<file path="src/rtl/regfile_pkg.sv">
// Shared constants and types for the register file with pending-write scoreboard.
// Used by regfile_sb and sb_counter. The optional bypass is selected with REGFILE_BYPASS_EN.
package regfile_pkg;

    localparam int DEF_XLEN  = 32;
    localparam int DEF_NREGS = 32;
    localparam int DEF_AW    = $clog2(DEF_NREGS);

    typedef logic [DEF_AW-1:0]   reg_addr_t;
    typedef logic [DEF_XLEN-1:0] xword_t;

endpackage

</file>
<file path="src/rtl/sb_counter.sv">
// One per-register pending-write counter: up on accepted reservation, down on writeback.
// The drains output exists only when REGFILE_BYPASS_EN is defined.
module sb_counter
    import regfile_pkg::*;
#(
    parameter  int MAX_PENDING = 3,
    localparam int CW          = $clog2(MAX_PENDING + 1)
) (
    input  logic clk,
    input  logic reset,
    input  logic inc,
    input  logic dec,
    output logic full,
    output logic nonzero,
    output logic underflow
`ifdef REGFILE_BYPASS_EN
    ,
    output logic drains
`endif
);

    logic [CW-1:0] cnt;
    logic          inc_ok;
    logic          dec_ok;

    assign full      = (cnt == CW'(MAX_PENDING));
    assign nonzero   = (cnt != '0);
    assign underflow = dec && !nonzero;

    // A writeback in the same cycle frees the slot a full counter would otherwise refuse.
    assign inc_ok = inc && (!full || dec);
    assign dec_ok = dec && nonzero;

`ifdef REGFILE_BYPASS_EN
    assign drains = dec && !inc_ok && (cnt == CW'(1));
`endif

    // NOTE: clocked state uses non-blocking assignments so every flop sees pre-edge values.
    always_ff @(posedge clk) begin
        if (reset) begin
            cnt <= '0;
        end else if (inc_ok && !dec_ok) begin
            cnt <= cnt + CW'(1);
        end else if (dec_ok && !inc_ok) begin
            cnt <= cnt - CW'(1);
        end
    end

endmodule

</file>
<file path="src/rtl/regfile_sb.sv">
// Register file with NRD combinational read ports, one write port and a per-register scoreboard.
// Defining REGFILE_BYPASS_EN forwards same-cycle writeback data and busy clearing to the read ports.
module regfile_sb
    import regfile_pkg::*;
#(
    parameter  int XLEN        = DEF_XLEN,
    parameter  int NREGS       = DEF_NREGS,
    parameter  int NRD         = 2,
    parameter  int MAX_PENDING = 3,
    localparam int AW          = $clog2(NREGS)
) (
    input  logic                     clk,
    input  logic                     reset,
    input  logic [NRD-1:0][AW-1:0]   read_reg,
    output logic [NRD-1:0][XLEN-1:0] read_data,
    output logic [NRD-1:0]           read_busy,
    input  logic [AW-1:0]            write_reg,
    input  logic [XLEN-1:0]          write_data,
    input  logic                     regwrite,
    input  logic                     reserve_valid,
    input  logic [AW-1:0]            reserve_reg,
    output logic                     reserve_ready,
    output logic                     sb_error
);

    logic [XLEN-1:0]  regs [NREGS];
    logic [NREGS-1:0] full;
    logic [NREGS-1:0] nonzero;
    logic [NREGS-1:0] underflow;
`ifdef REGFILE_BYPASS_EN
    logic [NREGS-1:0] drains;
    assign drains[0] = 1'b0;
`endif

    always_ff @(posedge clk) begin
        if (reset) begin
            // NOTE: the whole array is reset, not just x0, because every address must read 0 after reset.
            for (int r = 0; r < NREGS; r++) begin
                regs[r] <= '0;
            end
        end else if (regwrite && write_reg != '0) begin
            regs[write_reg] <= write_data;
        end
    end

    // x0 has no counter: never busy, never full, never underflows.
    assign full[0]      = 1'b0;
    assign nonzero[0]   = 1'b0;
    assign underflow[0] = 1'b0;

    for (genvar r = 1; r < NREGS; r++) begin : g_cnt
        logic inc;
        logic dec;

        assign inc = reserve_valid && reserve_ready && (reserve_reg == AW'(r));
        assign dec = regwrite && (write_reg == AW'(r));

        sb_counter #(
            .MAX_PENDING (MAX_PENDING)
        ) u_cnt (
            .clk       (clk),
            .reset     (reset),
            .inc       (inc),
            .dec       (dec),
            .full      (full[r]),
            .nonzero   (nonzero[r]),
            .underflow (underflow[r])
`ifdef REGFILE_BYPASS_EN
            ,
            .drains    (drains[r])
`endif
        );
    end

    assign reserve_ready = (reserve_reg == '0) || !full[reserve_reg]
                         || (regwrite && write_reg == reserve_reg);

    always_ff @(posedge clk) begin
        if (reset) begin
            sb_error <= 1'b0;
        end else if (|underflow) begin
            sb_error <= 1'b1;
        end
    end

    // NOTE: every output is given a value before any conditional override, so no latch is inferred.
    always_comb begin
        for (int i = 0; i < NRD; i++) begin
            read_data[i] = regs[read_reg[i]];
            read_busy[i] = nonzero[read_reg[i]];
`ifdef REGFILE_BYPASS_EN
            if (regwrite && write_reg != '0 && write_reg == read_reg[i]) begin
                read_data[i] = write_data;
                if (drains[read_reg[i]]) begin
                    read_busy[i] = 1'b0;
                end
            end
`endif
        end
    end

endmodule

</file>
<file path="config.mk">
export PLATFORM = sky130hd
export DESIGN_NAME = regfile_sb
export DESIGN_NICKNAME = d
export VERILOG_FILES = /design/src/rtl/regfile_pkg.sv /design/src/rtl/sb_counter.sv /design/src/rtl/regfile_sb.sv
export SDC_FILE = /design/constraint.sdc
export NUM_CORES = 2
export LEC_CHECK = 0
export ABC_CLOCK_PERIOD_IN_PS = 3600
export CAP_MARGIN = 20
export CELL_PAD_IN_SITES_DETAIL_PLACEMENT = 1
export CELL_PAD_IN_SITES_GLOBAL_PLACEMENT = 2
export CORE_MARGIN = 5
export CORE_UTILIZATION = 47
export CTS_BUF_LIST = sky130_fd_sc_hd__clkbuf_16
export CTS_CLUSTER_DIAMETER = 120
export DETAILED_ROUTE_END_ITERATION = 16
export PLACE_DENSITY = 0.79
export SYNTH_ARGS = -nofsm -noshare
export SYNTH_HDL_FRONTEND = slang
export SYNTH_SLANG_ARGS = --single-unit
</file>
<file path="constraint.sdc">
create_clock -name clk -period 3.6 [get_ports clk]
set_clock_uncertainty 0.05 [all_clocks]
set_input_delay 0.72 -clock clk [delete_from_list [all_inputs] [get_ports clk]]
set_output_delay 0.72 -clock clk [all_outputs]
set_load 0.01 [all_outputs]
</file>
==> reports/metrics.yaml <==
status: "finished, violations left"
violations: "setup timing"
grt.overflow.total: 0
track_usage_pct: 34.1
hold_buffers: 0
period_share_pct: 100
mappedNetlistArea_um2: 59000
arrival_ns: 2.84
wl_per_cell_um: 38.8
cts.sinks: 1087
die_w_um: 364
die-area_um2: 133000
critPathMaxFanout: 5
hold_violations: 0
ys_seq_area_share_pct: 54.2
final_core_util_pct: 56.6
slew_headroom_pct: 29.8
clk_latency_ns: 0.73
r2r_start: "g_cnt[13].u_cnt.cnt[0]$_SDFFE_PP0P_"
clkTransAtPathRegs_ns: 0.06
grt_pass1_wl_mm: 317
first_iter_violations: 6042
p_int_uw: 23700
timing.rr.end: "g_cnt[13].u_cnt.cnt[1]$_SDFFE_PP0P_"
pwr-share-comb_pct: 14.4
rsz0062_at_grt: "true"
finalSetupViolCount: 2
port_buffers: 123
dp_slack_ns: -0.822
p_switching_uw: 7990
io_pins: 124
seqPwrFrac_pct: 47.0
num_rows: 130
synth_edf_count: 1024
swShare_pct: 25.2
whs_ns: 0.459
ys_ff_latch: 1087
cts_tree: "yes"
vias: 40000
vdd_drop_max_v: 0.000367
yosysUniqueCellTypes: 56
reg2reg_slack_ns: 1.58
antenna_left: 0
place_congestion: 0.879
min_period_ns: 3.61
grt_max_degree: 45
hold_path.class: "reg2reg"
drive_gt1_share_pct: 34.6
whs_endpoint: "g_cnt[30].u_cnt.cnt[1]$_SDFFE_PP0P_"
die_h_um: 364
min_path_cells: 2
startpoint_type: "primary input"
area_growth_syn_to_layout_pct: 20.1
avgSynthCellArea_um2: 15.6
drc: 0
synth_top_flop_cell: "edfxtp_1"
vias_per_cell: 6.84
grt_pass1_vias: 41900
nNetsFinal: 4170
htreeDepth: 3
critPathKind: "in2out"
antenna_found_initial: 27
p_total_uw: 31600
worstHoldStart: "g_cnt[30].u_cnt.cnt[1]$_SDFFE_PP0P_"
worst_slew_pin_slew_ns: 1.05
required_ns: 2.83
routed_wirelength_mm: 227
ys_warn_count: 0
hpwlAfterDp_mm: 133
dr.pass1.iters: 5
setup_ws_ns: -0.0125
async_reset_ff_share_pct: 0
layout_common_cells: "edfxtp_1, and2_1, mux4_2"
clockPowerShare_pct: 38.5
drv_cap: 0
p_leak_uw: 0.0248
fmax_mhz: 277
cts_buffers: 117
reg2reg_depth: 5
clockBufferDepth: 3
clock-root-buffer: "clkbuf_16"
syn_inst: 3786
end_kind: "output port"
coreArea_um2: 125000
final_common_cell: "edfxtp_1"
slew_violations: 0
powerDensity_nw_per_um2: 447
start_util_pct: 47.1
area by class of cell:
cell class | instances | area (µm²)
sequential | 1087 | 32000
clock inverter | 97 | 783
clock buffer | 120 | 3000
antenna | 17 | 42.5
timing repair buffer | 549 | 7110
fill | 11400 | 54400
tap | 1650 | 2060
multi-input combinational | 2328 | 25800
worst max-delay path, stage by stage:
cell and delay [ns]:
buf_16 0.15, clkbuf_16 0.20, clkbuf_16 0.15, mux4_2 0.52, mux4_2 0.49, mux2_2 0.29
dlygate4sd2_1 0.29
state kept, by name, indices dropped and copies added (netlist names):
name / flops
regs: 1024
g_cnt.u_cnt.cnt: 62
sb_error: 1
Yosys cell counts (31+ instances only):
library cell	n	area [µm²]
nand2_1	45	169
ha_1	31	388
o21ai_0	34	170
or2_2	43	269
or3_1	38	238
mux2_2	64	721
nor3_1	44	220
dfxtp_1	63	1260
clkbuf_1	329	1230
a21oi_1	77	385
nor2_1	87	327
mux4_2	654	14700
xor2_1	66	578
and2_1	992	6210
edfxtp_1	1024	30700
per-stage QoR:
step | setup TNS [ns] | instances | area, µm²
6_report | -0.0176 | 5848 | 70900
5_1_grt | -0.0621 | 5836 | 70800
4_1_cts | -0.132 | 5822 | 70700
3_5_place_dp | -21.16 | 5526 | 65300
3_3_place_gp | -19.90 | 5526 | 65300
2_1_floorplan | 0 | 3817 | 59100
worst max-delay path by stage:
stage	cells past startpoint	to	startpoint
after floorplan	5	read_data[39]	read_reg[5]
after global placement	9	reserve_ready	reserve_reg[0]
after detailed placement	9	reserve_ready	reserve_reg[0]
after CTS	7	reserve_ready	reserve_reg[0]
after global routing	7	read_data[9]	read_reg[0]
final	7	read_data[9]	read_reg[0]
power groups by stage:
| stage | registers, µW | clock network [µW] | logic (µW) |
|---|---|---|---|
| 3_3_place_gp | 15000 | 0 | 4200 |
| 6_report | 14900 | 12200 | 4570 |
| 3_5_place_dp | 15100 | 0 | 4280 |
| 2_1_floorplan | 14900 | 0 | 2420 |
| 4_1_cts | 14900 | 12300 | 4500 |
| 5_1_grt | 14900 | 12800 | 4690 |
cell families after synthesis:
logic type / share of synthesized area [%]
mux: 26.2
simple gates: 13.3
buf+inv: 2.83
fa+ha+maj: 0.657
other cells: 0.00635
xor+xnor: 0.994
compound gates: 1.77
flops: 54.2
layer usage:
layer  vias to the layer above  part of all wire, %  track usage [%]
li1                      15300                    -                -
met1                     21100                   36             45.2
met2                      2981                   47             54.3
met3                       624                   11             6.72
met4                         0                  5.6             17.4
met5                         -                    0                0
timing repair:
item,CTS,global route
buffers inserted,60,7
pin swaps,1,0
setup endpoints to repair,66,42
gates resized for setup,265,38
gates cloned,20,5
(Power assumes the default switching activity.)
